==> src/rtl/spi_mc_pkg.sv <==
// Shared types for the multi-mode SPI master: FSM state encoding and the
// per-frame SPI mode captured when a frame starts.
package spi_mc_pkg;

  typedef enum logic [1:0] {
    StIdle  = 2'd0,
    StShift = 2'd1,
    StDone  = 2'd2
  } spi_state_e;

  typedef struct packed {
    logic cpol;
    logic cpha;
    logic lsb_first;
  } spi_mode_t;

endpackage

==> src/rtl/spi_mc_fifo.sv <==
// Synchronous FIFO with flush. A push into a full FIFO is accepted only when
// a pop happens in the same cycle.
module spi_mc_fifo #(
  parameter int unsigned Width = 8,
  parameter int unsigned Depth = 4
) (
  input  logic             clk_i,
  input  logic             rst_i,
  input  logic             flush_i,
  input  logic             push_i,
  input  logic             pop_i,
  input  logic [Width-1:0] data_i,
  output logic [Width-1:0] data_o,
  output logic             full_o,
  output logic             empty_o
);

  localparam int unsigned PtrW = $clog2(Depth);
  localparam logic [PtrW:0] FullCnt = (PtrW+1)'(Depth);

  logic [Width-1:0] mem_q [Depth];
  logic [PtrW-1:0]  wptr_q, rptr_q;
  logic [PtrW:0]    cnt_q;
  logic             do_push, do_pop;

  assign empty_o = (cnt_q == '0);
  assign full_o  = (cnt_q == FullCnt);
  assign do_pop  = pop_i && !empty_o;
  assign do_push = push_i && (!full_o || do_pop);
  assign data_o  = mem_q[rptr_q];

  always_ff @(posedge clk_i) begin
    if (do_push) begin
      mem_q[wptr_q] <= data_i;
    end
  end

  always_ff @(posedge clk_i) begin
    if (rst_i || flush_i) begin
      wptr_q <= '0;
      rptr_q <= '0;
      cnt_q  <= '0;
    end else begin
      if (do_push) begin
        wptr_q <= wptr_q + 1'b1;
      end
      if (do_pop) begin
        rptr_q <= rptr_q + 1'b1;
      end
      if (do_push && !do_pop) begin
        cnt_q <= cnt_q + 1'b1;
      end else if (do_pop && !do_push) begin
        cnt_q <= cnt_q - 1'b1;
      end
    end
  end

endmodule

==> src/rtl/spi_master_mc.sv <==
// SPI master with configurable frame width, all four CPOL/CPHA modes,
// LSB-first option, tx/rx FIFOs and an every-(icnt+1)-frames interrupt.
module spi_master_mc
  import spi_mc_pkg::*;
#(
  parameter int unsigned DATA_W     = 8,
  parameter int unsigned FIFO_DEPTH = 4,
  parameter int unsigned NUM_CS     = 4,
  parameter int unsigned DIV_W      = 8,
  parameter int unsigned CNT_W      = 2,
  localparam int unsigned CsW       = (NUM_CS > 1) ? $clog2(NUM_CS) : 1
) (
  input  logic              clk_i,
  input  logic              rst_i,
  input  logic              spe,
  input  logic              cpol,
  input  logic              cpha,
  input  logic              lsb_first,
  input  logic [DIV_W-1:0]  clk_div,
  input  logic [CNT_W-1:0]  icnt,
  input  logic [CsW-1:0]    cs_sel,
  input  logic [DATA_W-1:0] tx_data,
  input  logic              tx_valid,
  output logic              tx_ready,
  output logic [DATA_W-1:0] rx_data,
  output logic              rx_valid,
  input  logic              rx_ready,
  input  logic              irq_clr,
  output logic              irq_o,
  output logic              rx_overrun,
  output logic              busy,
  output logic              sck_o,
  output logic              mosi_o,
  input  logic              miso_i,
  output logic [NUM_CS-1:0] ss_n_o
);

  localparam int unsigned TogW = $clog2(2 * DATA_W);
  localparam logic [TogW-1:0] LastTog = TogW'(2 * DATA_W - 1);

  spi_state_e        state_q;
  spi_mode_t         mode_q;
  logic [DIV_W-1:0]  div_q, hcnt_q;
  logic [TogW-1:0]   tog_q;
  logic [DATA_W-1:0] treg_q, rreg_q;
  logic              sck_q, mosi_q, irq_q, ovr_q;
  logic [NUM_CS-1:0] ss_n_q;
  logic [CNT_W-1:0]  tcnt_q;

  logic [DATA_W-1:0] tx_head;
  logic              tx_full, tx_empty, tx_pop;
  logic              rx_full, rx_empty, rx_push, rx_pop;
  logic              leading;

  assign tx_pop  = spe && (state_q == StIdle) && !tx_empty;
  assign rx_push = spe && (state_q == StDone);
  assign rx_pop  = rx_ready && !rx_empty;
  // Edge parity: even toggles leave the idle level, odd ones return to it.
  assign leading = !tog_q[0];

  spi_mc_fifo #(
    .Width (DATA_W),
    .Depth (FIFO_DEPTH)
  ) u_tx_fifo (
    .clk_i   (clk_i),
    .rst_i   (rst_i),
    .flush_i (!spe),
    .push_i  (tx_valid),
    .pop_i   (tx_pop),
    .data_i  (tx_data),
    .data_o  (tx_head),
    .full_o  (tx_full),
    .empty_o (tx_empty)
  );

  spi_mc_fifo #(
    .Width (DATA_W),
    .Depth (FIFO_DEPTH)
  ) u_rx_fifo (
    .clk_i   (clk_i),
    .rst_i   (rst_i),
    .flush_i (!spe),
    .push_i  (rx_push),
    .pop_i   (rx_pop),
    .data_i  (rreg_q),
    .data_o  (rx_data),
    .full_o  (rx_full),
    .empty_o (rx_empty)
  );

  always_ff @(posedge clk_i) begin
    if (rst_i) begin
      state_q <= StIdle;
      mode_q  <= '0;
      div_q   <= '0;
      hcnt_q  <= '0;
      tog_q   <= '0;
      treg_q  <= '0;
      rreg_q  <= '0;
      sck_q   <= cpol;
      mosi_q  <= 1'b0;
      ss_n_q  <= '1;
      irq_q   <= 1'b0;
      ovr_q   <= 1'b0;
      tcnt_q  <= icnt;
    end else if (!spe) begin
      state_q <= StIdle;
      sck_q   <= cpol;
      mosi_q  <= 1'b0;
      ss_n_q  <= '1;
      tcnt_q  <= icnt;
      if (irq_clr) begin
        irq_q <= 1'b0;
        ovr_q <= 1'b0;
      end
    end else begin
      // Clear first so that a set event later in this block wins.
      if (irq_clr) begin
        irq_q <= 1'b0;
        ovr_q <= 1'b0;
      end
      unique case (state_q)
        StIdle: begin
          sck_q <= cpol;
          if (!tx_empty) begin
            state_q          <= StShift;
            mode_q.cpol      <= cpol;
            mode_q.cpha      <= cpha;
            mode_q.lsb_first <= lsb_first;
            div_q            <= clk_div;
            hcnt_q           <= clk_div;
            tog_q            <= '0;
            ss_n_q           <= ~(NUM_CS'(1) << cs_sel);
            if (!cpha) begin
              mosi_q <= lsb_first ? tx_head[0] : tx_head[DATA_W-1];
              treg_q <= lsb_first ? (tx_head >> 1) : (tx_head << 1);
            end else begin
              treg_q <= tx_head;
            end
          end
        end
        StShift: begin
          if (hcnt_q == '0) begin
            hcnt_q <= div_q;
            sck_q  <= ~sck_q;
            tog_q  <= tog_q + 1'b1;
            if (leading ^ mode_q.cpha) begin
              rreg_q <= mode_q.lsb_first ? {miso_i, rreg_q[DATA_W-1:1]}
                                         : {rreg_q[DATA_W-2:0], miso_i};
            end else if (tog_q != LastTog) begin
              mosi_q <= mode_q.lsb_first ? treg_q[0] : treg_q[DATA_W-1];
              treg_q <= mode_q.lsb_first ? (treg_q >> 1) : (treg_q << 1);
            end
            if (tog_q == LastTog) begin
              state_q <= StDone;
            end
          end else begin
            hcnt_q <= hcnt_q - 1'b1;
          end
        end
        StDone: begin
          state_q <= StIdle;
          sck_q   <= mode_q.cpol;
          ss_n_q  <= '1;
          if (rx_full && !rx_pop) begin
            ovr_q <= 1'b1;
          end
          if (tcnt_q == '0) begin
            irq_q  <= 1'b1;
            tcnt_q <= icnt;
          end else begin
            tcnt_q <= tcnt_q - 1'b1;
          end
        end
        default: state_q <= StIdle;
      endcase
    end
  end

  assign tx_ready   = !tx_full;
  assign rx_valid   = !rx_empty;
  assign irq_o      = irq_q;
  assign rx_overrun = ovr_q;
  assign busy       = (state_q != StIdle);
  assign sck_o      = sck_q;
  assign mosi_o     = mosi_q;
  assign ss_n_o     = ss_n_q;

endmodule

==> config.mk <==
export PLATFORM = sky130hd
export DESIGN_NAME = spi_master_mc
export DESIGN_NICKNAME = d
export VERILOG_FILES = /design/src/rtl/spi_mc_pkg.sv /design/src/rtl/spi_mc_fifo.sv /design/src/rtl/spi_master_mc.sv
export SDC_FILE = /design/constraint.sdc
export NUM_CORES = 1
export LEC_CHECK = 0
export BUFFER_PORTS_ARGS = -buffer_cell sky130_fd_sc_hd__buf_2
export CORE_ASPECT_RATIO = 1.75
export CORE_MARGIN = 1
export CORE_UTILIZATION = 35
export CTS_BUF_LIST = sky130_fd_sc_hd__clkbuf_8 sky130_fd_sc_hd__clkbuf_16
export DETAILED_ROUTE_END_ITERATION = 7
export PLACE_DENSITY = 0.6
export RECOVER_POWER = 50
export SETUP_SLACK_MARGIN = 0.05
export SYNTH_ARGS = -nofsm -noshare
export SYNTH_HDL_FRONTEND = slang
export SYNTH_SLANG_ARGS = --single-unit
==> constraint.sdc <==
create_clock -name clk_i -period 2.5 [get_ports clk_i]
set_input_delay 0 -clock clk_i [delete_from_list [all_inputs] [get_ports clk_i]]
set_output_delay 0 -clock clk_i [all_outputs]
set_load 0.005 [all_outputs]
==> impl_metrics.ini <==
[outcome]
run_status = finished, final reports clean

[timing]
final_min_period_over_clock_period_pct = 91.41
setup_skew_ns = 0.006558
max_slew_margin_pct = 42.25
setup_total_negative_slack_ns = 0
post-route-worst-setup-slack_ns = 0.2148
timing_worst_slew_pin_value_ns = 0.8644
period_minus_slack_ns = 2.285
fmax_ghz = 0.4376
grt_setup_unrepaired = false
report.final.slew_viol_count = 0
final-setup-viol-count = 0
hold_viol = 0

[synthesis]
async_reset_ff_share_pct = 0
syn_inst = 539
synth_area_sq_um = 6152
synthSimpleGateAreaFrac_pct = 12.55
synth_sequential_area_ratio_pct = 54.18
synth_flop_cell = edfxtp_1
mappedNetlistNets = 589
yosys_register_bits = 133
synth.avg_cell_area_sq_um = 11.41
synth-edff-count = 67
synth_adder_area_share_pct = 4.312
synthesis_warning_total = 0
synth-compound-area-share_pct = 12.96
yosys.area_share.xor_xnor_pct = 1.993
main_combinational_cell_family_by_area_after_synthesis = compound AO/OA/AOI/OAI gates
ys_types = 59
yosys-mux-area-fraction_pct = 10.25

[route]
top_layer = met4
detail_route.wirelength.met1_microns = 5027
detailed_routing_iterations_pass_1 = 4
drcViolationCount = 0
routed-wl-met3_microns = 365
vias = 4467
finalWirelength_microns = 13690
drt_iter0_markers = 211
routed_via_density = 5.200
met2WireLength_microns = 7804
antenna_left = 0
route.detailed.wl_per_inst_microns = 15.94

[min_path]
worst_min_delay_path_category = in2reg

[setup_path]
startpoint_to_endpoint_class_of_the_critical_path = reg2reg
critPathCaptureType = register
cp-startpoint = state_q[0]
worst_r2r_startpoint = state_q[0]
reg2reg_slack_ns = 0.21
critical_path_required_ns = 2.84
r2r_cells = 10
critPathMaxFanout = 6
crit_path_end = u_tx_fifo.cnt_q[2]
start_kind = register
r2r-end = u_tx_fifo.cnt_q[2]
cp_data_arrival_time_ns = 2.63

[flow_run]
maxCapViolCount = 0

[floorplan]
num_io_pins = 49
start_util_pct = 35.97
core_area_sq_um = 17110
placement_rows = 63
fp.dieArea_sq_um = 18130
die_w_microns = 102.2
fp.dieH_microns = 177.4

[power]
internal_power_uw = 4210
p_clk_share_pct = 41.4
power_density_nw_per_um2 = 755.8
ir_drop_worst_case_vdd_mv = 0.4797
comb_power_share_pct = 14.6
share_seq_of_total_power_pct = 44.0
total_power_uw = 5666
swShare_pct = 25.70
switchingPower_uw = 1456
cellLeakagePower_uw = 0.002567

[clock_tree]
max_root_sink_buffers = 2
cts-root-buf = clkbuf_16
number_of_buffers_created_by_cts = 17
postCtsSetupBuffers = 0
cts.sink_count = 133
worst_skew_pair.late_latency_ns = 0.41
htreeDepth = 4
cts.clk_slew.worst_paths_ns = 0.06
tritoncts = built

[placed_design]
gpl.final_weighted_congestion = 0.8397
pre_cts_ws_ns = 0.1251
detailedPlacementHpwl_microns = 10040
place.port_buffers = 48

[layout]
area_growth_syn_to_layout_pct = 21.86
most_frequent_cells_in_the_layout = edfxtp_1, dfxtp_1, nor2_1
num-fill-cells = 1638
mostFrequentLayoutCell = edfxtp_1
diodes = 0
ratio_of_cells_with_drive_above_1_in_the_final_layout_pct = 17.25
nets = 669

[global_route]
number_of_global_route_vias_before_repair = 4650
wire_length_of_the_first_global_routing_pass_microns = 22210
grt_antenna_before_repair = 0
global_route.usage.total_pct = 16.09
grt_start_max_net_pins = 40
grt_overflow = 0
-- critical path, cell delays in order (launching register included) --
cell and delay [ns]:
dfxtp_1 0.34, inv_2 0.10, ha_4 0.17, nand2_1 0.06
a31oi_1 0.23, ha_1 0.23, inv_1 0.06, fa_1 0.37
xor2_1 0.18, or3_1 0.31, a21oi_1 0.15
-- per-layer routing --
layer  track usage [%]  vias to the layer above
met5                 0                        -
li1                  -                     2168
met1             15.09                     2166
met2             31.32                      100
met4             9.226                        0
met3             2.875                       33
-- stage by stage --
step / cell area, sq um / std cells / util, % / hold WS [ns]
6_report: 7497 / 859 / 43.83 / 0.1007
5_1_grt: 7497 / 859 / 43.83 / 0.1320
4_1_cts: 7525 / 859 / 43.99 / 0.08308
3_5_place_dp: 6669 / 798 / 38.99 / 0.2151
3_3_place_gp: 6669 / 798 / 38.99 / 0.2066
2_1_floorplan: 6162 / 539 / - / 0.09887
-- what timing repair did --
item                                   CTS  global route
hold buffers                            29             0
setup endpoints to repair                0             5
resized for setup                        0             4
endpoints found under the hold margin   63             0
-- area by class of cell --
class / instances / area, sq um / share of cell area (%)
Clock buffer: 20 / 478.0 / 6.375
Clock inverter: 12 / 87.58 / 1.168
Inverter: 18 / 67.56 / 0.9012
Multi-Input combinational cell: 352 / 2600 / 34.68
Sequential cell: 133 / 3333 / 44.46
Tap cell: 227 / 284.0 / 3.788
Timing Repair Buffer: 97 / 646.9 / 8.628
-- synthesized netlist by cell type (4+ instances only) --
library cell	n	area [sq um]
and2_1	9	56.30
dfxtp_1	66	1321
a211oi_1	15	112.6
nor2_1	46	172.7
nand2_1	36	135.1
nor4_1	6	37.54
clkbuf_1	25	93.84
a22oi_1	9	67.56
nand2b_1	4	25.02
inv_1	18	67.56
a21oi_1	36	180.2
buf_2	5	25.02
edfxtp_1	67	2012
o21ai_0	19	95.09
or4_1	4	30.03
o22ai_1	20	125.1
xnor2_1	4	35.03
mux2i_1	36	360.4
xor2_1	10	87.58
ha_1	18	225.2
mux4_2	11	247.7
nand3_1	7	35.03
and3_1	4	25.02
-- power by group through the flow --
stage	clock, uW	combinational, uW	sequential [uW]
global route	2480	914	2500
detailed placement	0	802	2530
finish	2350	829	2490
floorplan	0	601	2490
global placement	0	782	2530
CTS	2390	840	2490
-- worst min path at each step --
stage          startpoint                    end  cells past startpoint
4_1_cts               spe    u_rx_fifo.wptr_q[1]                      4
5_1_grt               spe    u_rx_fifo.wptr_q[1]                      4
2_1_floorplan  tx_data[0]  u_tx_fifo.mem_q[0][0]                      0
3_3_place_gp   tx_data[3]  u_tx_fifo.mem_q[2][3]                      1
3_5_place_dp   tx_data[2]  u_tx_fifo.mem_q[3][2]                      1
6_report              spe    u_rx_fifo.wptr_q[1]                      4
-- flip-flops by register name, indices dropped and copies added, names as in the netlist, 4 cells and up, named ones only --
register,cells
div_q,8
hcnt_q,8
rreg_q,8
ss_n_o,4
tog_q,4
treg_q,8
u_rx_fifo.mem_q,32
u_tx_fifo.mem_q,32
-- cell families after synthesis --
family	after synthesis
simple gates	145
flops	133
compound gates	124
buf+inv	54
mux	49
fa+ha+maj	20
xor+xnor	14
No activity file was read; power rests on OpenSTA's default activity.
